==> config.mk <==
export PLATFORM = sky130hd
export DESIGN_NAME = aes_byte_packer
export DESIGN_NICKNAME = d
export VERILOG_FILES = /design/src/rtl/aes_pkg.sv /design/src/rtl/aes_byte_packer.sv
export SDC_FILE = /design/constraint.sdc
export NUM_CORES = 1
export LEC_CHECK = 0
export ABC_CLOCK_PERIOD_IN_PS = 12100
export CAP_MARGIN = 20
export CORE_MARGIN = 8
export CORE_UTILIZATION = 40
export CTS_BUF_LIST = sky130_fd_sc_hd__clkbuf_4 sky130_fd_sc_hd__clkbuf_8 sky130_fd_sc_hd__clkbuf_16
export DETAILED_ROUTE_END_ITERATION = 10
export PLACE_DENSITY = 0.67
export SYNTH_ARGS = -nofsm -noshare
export SYNTH_HDL_FRONTEND = slang
export SYNTH_SLANG_ARGS = --single-unit
==> constraint.sdc <==
create_clock -name clk -period 12.1 [get_ports clk]
set_input_delay 2.42 -clock clk [delete_from_list [all_inputs] [get_ports clk]]
set_output_delay 2.42 -clock clk [all_outputs]
set_load 0.1 [all_outputs]
==> src/rtl/aes_pkg.sv <==
// Shared AES constants and the byte-packer state encoding.
// Latency: n/a (package only).
// Backpressure: n/a (package only).
package aes_pkg;

  localparam int AES_BLOCK_BITS  = 128;
  localparam int AES_BLOCK_BYTES = 16;

  // PK_FULL is encoded as 1 so the state bit doubles as "block held".
  typedef enum logic {
    PK_FILL = 1'b0,
    PK_FULL = 1'b1
  } pk_state_e;

endpackage

==> src/rtl/aes_byte_packer.sv <==
// Packs a plaintext byte stream into 128-bit AES blocks, MSB-first, with optional PKCS#7 pad on flush.
// Latency: block_valid rises one cycle after the 16th accept or the flush; ct_valid one cycle after handshake.
// Backpressure: in_ready is low while a block is held (FULL) until block_ready takes it.
//
// Ports:
//   clk, rst           clock, asynchronous active-high reset
//   in_byte/in_valid   plaintext byte stream, accepted when in_ready is high
//   in_ready           high while filling a block
//   flush              close the current partial block (ignored when empty or FULL)
//   block_data/_valid  assembled block toward the AES encrypt stage, held until block_ready
//   block_ready        consumer takes the block
//   pad_cnt            number of padding bytes in block_data
//   ct_valid           ciphertext-valid strobe, one cycle after each handshake
//   block_cnt          number of blocks handed off, wraps at 2^32
module aes_byte_packer
  import aes_pkg::*;
#(
  parameter bit PAD_EN = 1'b1
) (
  input  logic                      clk,
  input  logic                      rst,
  input  logic [7:0]                in_byte,
  input  logic                      in_valid,
  output logic                      in_ready,
  input  logic                      flush,
  output logic [AES_BLOCK_BITS-1:0] block_data,
  output logic                      block_valid,
  input  logic                      block_ready,
  output logic [3:0]                pad_cnt,
  output logic                      ct_valid,
  output logic [31:0]               block_cnt
);

  pk_state_e                 state_q, state_d;
  logic [3:0]                byte_cnt_q, byte_cnt_d;
  logic [AES_BLOCK_BITS-1:0] data_q, data_d;
  logic                      valid_q, valid_d;
  logic [3:0]                pad_q, pad_d;
  logic                      ct_q, ct_d;
  logic [31:0]               blk_cnt_q, blk_cnt_d;

  logic       accept;
  logic       handshake;
  logic [4:0] fill_n;    // bytes in the block including this cycle's accept
  logic [4:0] pad_len;
  logic [7:0] pad_byte;

  always_comb begin
    state_d    = state_q;
    byte_cnt_d = byte_cnt_q;
    data_d     = data_q;
    pad_d      = pad_q;
    blk_cnt_d  = blk_cnt_q;

    accept    = in_valid && (state_q == PK_FILL);
    handshake = valid_q && block_ready;
    fill_n    = {1'b0, byte_cnt_q} + {4'b0, accept};
    pad_len   = 5'd16 - fill_n;
    pad_byte  = PAD_EN ? {3'b000, pad_len} : 8'h00;

    unique case (state_q)
      PK_FILL: begin
        if (accept) begin
          for (int i = 0; i < AES_BLOCK_BYTES; i++) begin
            if (byte_cnt_q == 4'(i)) data_d[AES_BLOCK_BITS-1-8*i -: 8] = in_byte;
          end
          byte_cnt_d = byte_cnt_q + 4'd1;  // wraps to 0 on the 16th byte
        end
        if (fill_n == 5'd16) begin
          // A full block wins over a same-cycle flush: no padding, no extra block.
          state_d = PK_FULL;
          pad_d   = 4'd0;
        end else if (flush && (fill_n != 5'd0)) begin
          // Padding is applied after the same-cycle byte has been inserted.
          for (int i = 0; i < AES_BLOCK_BYTES; i++) begin
            if (5'(i) >= fill_n) data_d[AES_BLOCK_BITS-1-8*i -: 8] = pad_byte;
          end
          pad_d      = pad_len[3:0];
          byte_cnt_d = 4'd0;
          state_d    = PK_FULL;
        end
      end
      PK_FULL: begin
        // Flush is dropped here, not queued.
        if (handshake) begin
          state_d   = PK_FILL;
          blk_cnt_d = blk_cnt_q + 32'd1;
        end
      end
    endcase

    valid_d = (state_d == PK_FULL);
    ct_d    = handshake;
  end

  always_ff @(posedge clk or posedge rst) begin
    if (rst) begin
      state_q    <= PK_FILL;
      byte_cnt_q <= 4'd0;
      data_q     <= '0;
      valid_q    <= 1'b0;
      pad_q      <= 4'd0;
      ct_q       <= 1'b0;
      blk_cnt_q  <= 32'd0;
    end else begin
      state_q    <= state_d;
      byte_cnt_q <= byte_cnt_d;
      data_q     <= data_d;
      valid_q    <= valid_d;
      pad_q      <= pad_d;
      ct_q       <= ct_d;
      blk_cnt_q  <= blk_cnt_d;
    end
  end

  assign in_ready    = (state_q == PK_FILL);
  assign block_data  = data_q;
  assign block_valid = valid_q;
  assign pad_cnt     = pad_q;
  assign ct_valid    = ct_q;
  assign block_cnt   = blk_cnt_q;

endmodule

# Word-level counts from Yosys, hierarchy flattened

Index checks and enable logic that the tools add are counted.

$add $sub $neg: 4
$lt $le $gt $ge: 16
Equality and inequality tests: 16
Multiplexer cells: 44
Bitwise gates (word level): 1
Reductions and logical operators: 8

Operators with widths:

| operator                | number |
|---|---|
| $mux W128               | 3 |
| $mux W8                 | 32 |
| $ge A4 B5 Y1 const A    | 8 |
| $add A32 B1 Y32 const B | 1 |
| $eq A4 B4 Y1 const B    | 8 |
| $ge A3 B5 Y1 const A    | 4 |
| $mux W4                 | 5 |
| $eq A4 B3 Y1 const B    | 4 |
| $ge A1 B5 Y1 const A    | 2 |
| $ge A2 B5 Y1 const A    | 2 |
| $eq A4 B2 Y1 const B    | 2 |
| $add A4 B1 Y5           | 1 |
| $eq A5 B5 Y1 const B    | 1 |
| $reduce_bool A5 Y1      | 1 |
| $sub A5 B5 Y5 const A   | 1 |
| $add A4 B1 Y4 const B   | 1 |
| $eq A4 B1 Y1 const B    | 1 |
| $logic_not A4 Y1        | 1 |
| $reduce_and A2 Y1       | 2 |
| $logic_and A1 B1 Y1     | 3 |
| $mux W1                 | 3 |
| $pmux W1 S2             | 1 |
| $reduce_bool A2 Y1      | 1 |
| $not A1 Y1              | 1 |

Register bits: 170
Bits of input ports: 13
Output and inout port bits: 167
Word-level logic and storage cells: 95

# Logic depth before layout (Yosys ltp)

Gate-level depths: netlist (run 1).

Word-level depth: 8
Mapped depth: 20
Gate-level depth less buffers: 14

# Worst setup path before layout (run 1)

Ideal clock, no wire load.

Path kind: input port to flip-flop
Start point: input in_valid
End point: register data_q[33] (netlist: block_data[33])
Data arrival time: 5750 ps
Setup slack: 6224 ps
Stages: 17
Buffers on the path: 4
Cell sequence: nor2b_1 -> ha_1 -> ha_1 -> buf_2 -> inv_1 -> ha_1 -> clkbuf_1 -> inv_1 -> nor2_1 -> a32o_1 -> ha_1 -> or3b_1 -> buf_6 -> a221o_1 -> buf_6 -> a21o_1 -> a221o_1

Longest elaborated chain between the ends: 6
Elaborated cells between the ends (all ways): 11
Those cells by class: add/sub (2); order compare (1); eq/ne (1); mux (4); reduce/logical (3)

RTL lines:

| what                                           | RTL line                                     | text |
|---|---|---|
| start: declaration                             | aes_byte_packer.sv:23                        | `input logic in_valid,` |
| $logic_and A1 B1 Y1 (*)                        | aes_byte_packer.sv:55                        | `accept = in_valid && (state_q == PK_FILL);` |
| $add A4 B1 Y5                                  | aes_byte_packer.sv:57                        | `fill_n = {1'b0, byte_cnt_q} + {4'b0, accept};` |
| $sub A5 B5 Y5 (tied with other cells)          | aes_byte_packer.sv:58                        | `pad_len = 5'd16 - fill_n;` |
| $mux W8 or $logic_and A1 B1 Y1 (tied branches) | aes_byte_packer.sv:76, aes_byte_packer.sv:73 |  |
| $mux W128                                      | aes_byte_packer.sv:73                        | `end else if (flush && (fill_n != 5'd0)) begin` |
| $mux W128 (*)                                  | aes_byte_packer.sv:69                        | `if (fill_n == 5'd16) begin` |
| end signal: assignment                         | aes_byte_packer.sv:108                       | `data_q <= data_d;` |
| end: declaration                               | aes_byte_packer.sv:36                        | `logic [AES_BLOCK_BITS-1:0] data_q, data_d;` |

Mark *: on every way between the ends. The rest lies on a longest branch, timed or not.
A chain may end at the register's enable or synchronous reset.

# Worst setup path in the final report (run 1)

Start point: input in_valid
End point: register data_q[92] (netlist: block_data[92])

Longest elaborated chain between the ends: 6
Elaborated cells between the ends (all ways): 11
Those cells by class: add/sub (2); order compare (1); eq/ne (1); mux (4); reduce/logical (3)

RTL lines:

| what                                           | RTL line |
|---|---|
| $logic_and A1 B1 Y1 (*)                        | aes_byte_packer.sv:55 |
| $add A4 B1 Y5                                  | aes_byte_packer.sv:57 |
| $sub A5 B5 Y5 (tied with other cells)          | aes_byte_packer.sv:58 |
| $mux W8 or $logic_and A1 B1 Y1 (tied branches) | aes_byte_packer.sv:76, aes_byte_packer.sv:73 |
| $mux W128                                      | aes_byte_packer.sv:73 |
| $mux W128 (*)                                  | aes_byte_packer.sv:69 |

Marks and branches as above.

==> results.json, run 1 <==
{
  "hold_buffers": 0,
  "maxSlewViolCount": 0,
  "drcViolationCount": 0,
  "r2r_setup_slack_ns": 6.57,
  "syn2layout_area_growth_pct": 27.6,
  "grt_pass1_wl_um": 45900,
  "synth.avg_cell_area_um2": 9.95,
  "crit_top_cell": "ha_1",
  "postRouteAntennaNets": 0,
  "synth_nets": 909,
  "synth_cells": 884,
  "required_ns": 12.42,
  "crit_path_cell_trace": "clkdlybuf4s50_1 > nor2b_1 > ha_1 > ha_1 > inv_1 > ha_1 > inv_1 > nor2_1 > a32o_1 > ha_1 > nor3b_1 > buf_4 > nand2_1 > nor4_2 > nor3_1 > a221oi_1",
  "track_usage": 0.220,
  "netlist.area_leader.share": 0.484,
  "cp-endpoint": "block_data[92]$_DFFE_PP0N_",
  "fmaxAchievable_mhz": 138,
  "synthTopCellsByCount": "170 x dfrtp_1, 91 x nor2_1, 81 x nand2_1",
  "fill_cells": 1958,
  "status": "finished clean",
  "reg2reg_to": "block_data[92]$_DFFE_PP0N_",
  "crit_start": "in_valid",
  "cts-root-buf": "clkbuf_16",
  "num_vias": 7821,
  "cp_slowest_cell": "nor4_2",
  "placementRows": 54,
  "setup_viol": 0,
  "synth_cell_types": 80,
  "ctsResizeCount": 0,
  "synth_edf_count": 0,
  "final-hold-violation-count": 0,
  "fin_util": 0.517,
  "synth_area_leaders": "dfrtp_1 48%, nor2_1 3.9%, nand2_1 3.5%",
  "ys_ff_latch": 170,
  "viasPerCell": 5.92,
  "clock_skew_ns": 0.0122,
  "grt_max_degree": 96,
  "worstMarginPinSlew_ns": 1.06,
  "numClockSinks": 170,
  "cp_slowest_stage_delay_ns": 0.95,
  "wirelength_um": 30200,
  "yosys_warnings": 0,
  "drive_above_1_share": 0.0769,
  "whs_ns": 0.471,
  "synth.cell_area_um2": 8800,
  "die_w_um": 164,
  "yosysSeqAreaShare": 0.484,
  "cts_max_level": 4,
  "maxSlewHeadroom": 0.291,
  "reg2regPathDepth": 16,
  "hold_class": "reg2reg",
  "die_area_um2": 27000,
  "end_kind": "flop",
  "wl_per_cell_um": 22.8,
  "insertion_delay_ns": 0.44,
  "rsz0062_at_grt": "false",
  "core_area_um2": 21700,
  "grt_overflow_total": 0,
  "async_flop_share": 1.00,
  "numCtsBuffers": 17,
  "first_pass_iters": 5,
  "place_area_um2": 10700,
  "dpl.hpwl_um": 21000,
  "cap_violations": 0,
  "die_y_um": 164,
  "clk_path_buf_depth": 2,
  "cts_tree": "built",
  "crit_path_max_fanout": 14,
  "grt_pass1_vias": 7618,
  "antenna_found_initial": 0,
  "r2r_start": "block_valid$_DFF_PP0_",
  "finalCriticalPeriod_ns": 7.25,
  "fin_crit_sh": 0.599,
  "tns_ns": 0,
  "path_class": "in2reg",
  "synth_most_common_cell": "dfrtp_1",
  "place_congestion": 0.967,
  "start_util": 0.406,
  "postCtsSetupBuffers": 0,
  "port_buffers": 179,
  "first_iter_violations": 762,
  "synth_top_cell_by_area": "dfrtp_1",
  "synth_ff_type": "dfrtp_1",
  "clk_pin_slew_ns": 0.07,
  "final_area_um2": 11200,
  "io_pins": 180,
  "fin_nets": 1053,
  "arrival_ns": 7.57,
  "cp-start-kind": "input pin"
}
critical path, delay by kind of cell:
kind	cells	cell delay, ns
AND/OR/NAND/NOR	6	1.96
adder cells (fa/ha/maj)	4	1.49
AO/OA/AOI/OAI	2	0.56
buffers and inverters	4	1.13
routing by layer:
metal / track usage / up-vias / wire length (um)
li1: - / 3503 / -
met1: 0.304 / 3825 / 13200
met2: 0.321 / 429 / 13000
met3: 0.0632 / 64 / 3060
met4: 0.0847 / 0 / 863
met5: 0 / - / 0
worst min-delay path by stage:
stage / from / end / slack (ns) / cells after the start
3_3_place_gp: block_cnt[31]$_DFFE_PP0P_ / block_cnt[31]$_DFFE_PP0P_ / 0.46 / 1
6_report: block_cnt[31]$_DFFE_PP0P_ / block_cnt[31]$_DFFE_PP0P_ / 0.47 / 1
4_1_cts: block_cnt[31]$_DFFE_PP0P_ / block_cnt[31]$_DFFE_PP0P_ / 0.48 / 1
5_1_grt: block_cnt[26]$_DFFE_PP0P_ / block_cnt[26]$_DFFE_PP0P_ / 0.50 / 1
2_1_floorplan: byte_cnt_q[0]$_DFFE_PP0N_ / byte_cnt_q[0]$_DFFE_PP0N_ / 0.55 / 2
3_5_place_dp: block_cnt[31]$_DFFE_PP0P_ / block_cnt[31]$_DFFE_PP0P_ / 0.47 / 1
sequential cells by signal (all words and copies together), names as in the netlist:
| register | flops |
|---|---|
| block_data | 128 |
| block_cnt | 32 |
| byte_cnt_q | 4 |
| pad_cnt | 4 |
| block_valid | 1 |
| ct_valid | 1 |
through the flow:
step	setup WS, ns	std cells
2_1_floorplan	5.08	884
3_3_place_gp	4.96	1289
3_5_place_dp	4.61	1289
4_1_cts	5.05	1320
5_1_grt	4.54	1320
6_report	4.85	1321
kinds of logic (layout without fill, tap and decap cells):
| logic type | after synthesis | count (layout) | share of synthesized area |
|---|---|---|---|
| AOI/OAI and AO/OA | 248 | 248 | 0.204 |
| adders and majority gates | 12 | 12 | 0.0171 |
| and+or+nand+nor | 303 | 303 | 0.170 |
| other | 0 | 1 | 0 |
| buffers and inverters | 84 | 240 | 0.0499 |
| DFF | 170 | 170 | 0.484 |
| xor gates and xnor gates | 38 | 38 | 0.0408 |
| muxes | 29 | 29 | 0.0351 |
cell type report:
cell class,instances,area [um2],area share
multi-input combinational,630,4110,0.366
tap,280,350,0.0312
antenna,1,2.50,0.000223
clock inverter,12,119,0.0106
sequential,170,4260,0.379
clock buffer,19,447,0.0398
timing repair buffer,187,1850,0.165
inverter,22,87.6,0.00781
cell usage in the layout (no fill, tap or decap), drive strengths merged, types with 13 or more instances in the layout:
master,netlist,routed
clkbuf,30,19
a21oi,55,55
inv,21,23
clkdlybuf4s50,0,179
a2bb2oi,19,19
xnor2,25,25
dfrtp,170,170
nor2,92,92
xor2,13,13
o21ai,38,38
mux2i,17,17
and3,23,23
nand3,24,24
nor3,25,25
nand2,82,82
o22ai,17,17
Power of run 1 is left out: the tool's default activity adds up to more than one toggle a clock period on the data nets, which glitch-free logic cannot reach.
==> run 2: changes to the inputs <==
ABC_CLOCK_PERIOD_IN_PS = 7150   (was 12100)
clock period = 7.15 ns   (was 12.1 ns; I/O delays follow)
==> run 2 against run 1 <==
Compared with the run above:
- first-iteration DRC count grew 3.5%
- core utilization grew 0.39 points
- flip-flop and latch count is the same
- register-to-register slack lost 4.4 ns
- critical endpoint is now block_data[81]$_DFFE_PP0N_
==> results.json, run 2 (synthesis results as in run 1) <==
{
  "maxSlewHeadroom": 0.244,
  "path_class": "in2reg",
  "worstMarginPinSlew_ns": 1.13,
  "cap_violations": 0,
  "end_kind": "flop",
  "numClockSinks": 170,
  "start_util": 0.406,
  "final-hold-violation-count": 0,
  "largest_reg_flops": 128,
  "postRouteAntennaNets": 0,
  "drive_above_1_share": 0.0813,
  "viasPerCell": 5.92,
  "status": "finished clean",
  "rsz0062_at_grt": "false",
  "grt_overflow_total": 0,
  "insertedDiodeCount": 0,
  "postCtsSetupBuffers": 0,
  "die_y_um": 164,
  "fin_crit_sh": 0.829,
  "wirelength_um": 30400,
  "crit_path_max_fanout": 14,
  "core_area_um2": 21700,
  "port_buffers": 179,
  "finalCriticalPeriod_ns": 5.93,
  "drcViolationCount": 0,
  "cp-start-kind": "input pin",
  "cts_max_level": 4,
  "fmaxAchievable_mhz": 169,
  "layout_common_cells": "179 x clkdlybuf4s50_1, 169 x dfrtp_1, 91 x nor2_1",
  "place_area_um2": 10700,
  "io_pins": 180,
  "worst_slack_ns": 1.22,
  "hold_buffers": 0,
  "arrival_ns": 6.27,
  "final_common_cell": "clkdlybuf4s50_1",
  "placementRows": 54,
  "num_vias": 7847,
  "die_area_um2": 27000,
  "die_w_um": 164,
  "final_area_um2": 11300,
  "insertion_delay_ns": 0.43,
  "grt_pass1_wl_um": 46800,
  "tns_ns": 0,
  "dpl.hpwl_um": 21100,
  "cts-root-buf": "clkbuf_16",
  "wl_per_cell_um": 23.0,
  "clock_skew_ns": 0.00891,
  "clk_path_buf_depth": 2,
  "numCtsBuffers": 17,
  "track_usage": 0.224,
  "setup_viol": 0,
  "place_congestion": 0.926,
  "first_iter_violations": 789,
  "dp_slack_ns": 0.901,
  "antenna_found_initial": 0,
  "maxSlewViolCount": 0,
  "first_pass_iters": 6,
  "grt_pass1_vias": 7809,
  "cts_tree": "built",
  "syn2layout_area_growth_pct": 28.5,
  "grt_max_degree": 73,
  "ctsResizeCount": 0,
  "hold_class": "reg2reg",
  "fin_nets": 1057,
  "clk_pin_slew_ns": 0.06,
  "required_ns": 7.49
}
==> run 2: per-layer routing <==
| layer | vias up | global-route usage | part of all wire |
|---|---|---|---|
| met1 | 3849 | 0.303 | 0.42 |
| li1 | 3506 | - | - |
| met5 | - | 0 | 0 |
| met3 | 53 | 0.0649 | 0.11 |
| met2 | 439 | 0.340 | 0.45 |
| met4 | 0 | 0.0707 | 0.022 |
==> run 2: layout make-up <==
cell class	count	area (um2)
clock buffers	18	439
clock inverters	14	184
fillers	1954	10400
inverters	22	87.6
multi-input cells	630	4110
flip-flops and latches	170	4260
well taps	280	350
repair buffers	191	1880
==> run 2: path summary, 6_finish.rpt <==
check | startpoint | endpoint | slack, ns | cells past startpoint
worst max-delay path | in_valid | block_data[81]$_DFFE_PP0N_ | 1.22 | 16
worst min-delay path | block_cnt[31]$_DFFE_PP0P_ | block_cnt[31]$_DFFE_PP0P_ | 0.48 | 1
worst max register to register | block_valid$_DFF_PP0_ | block_data[81]$_DFFE_PP0N_ | 2.22 | 16
worst min register to register | block_cnt[31]$_DFFE_PP0P_ | block_cnt[31]$_DFFE_PP0P_ | 0.48 | 1
max in group asynchronous | rst | block_data[40]$_DFFE_PP0N_ | 4.53 | 3
min in group asynchronous | rst | block_cnt[24]$_DFFE_PP0P_ | 1.51 | 2
==> run 2: through the flow <==
step                      hold slack (ns)  cells  utilization
after global placement              0.461   1293        0.493
final                               0.475   1325        0.521
after detailed placement            0.465   1293        0.493
after CTS                           0.474   1325        0.521
after global routing                0.489   1325        0.521
after floorplan                     0.549    884            -
==> run 2: critical path, stage by stage <==
cell and delay, ns:
clkdlybuf4s50_1 0.54, nor2b_1 0.21, ha_1 0.25, ha_1 0.58, inv_1 0.18, ha_1 0.34, inv_1 0.16, nor2_1 0.05
a32o_1 0.27, ha_1 0.30, nor3b_1 0.21, buf_4 0.21, nand2_1 0.43, nor4_4 0.74, nor3_1 0.14, a211oi_2 0.23
Power of run 2 is left out for the same reason.
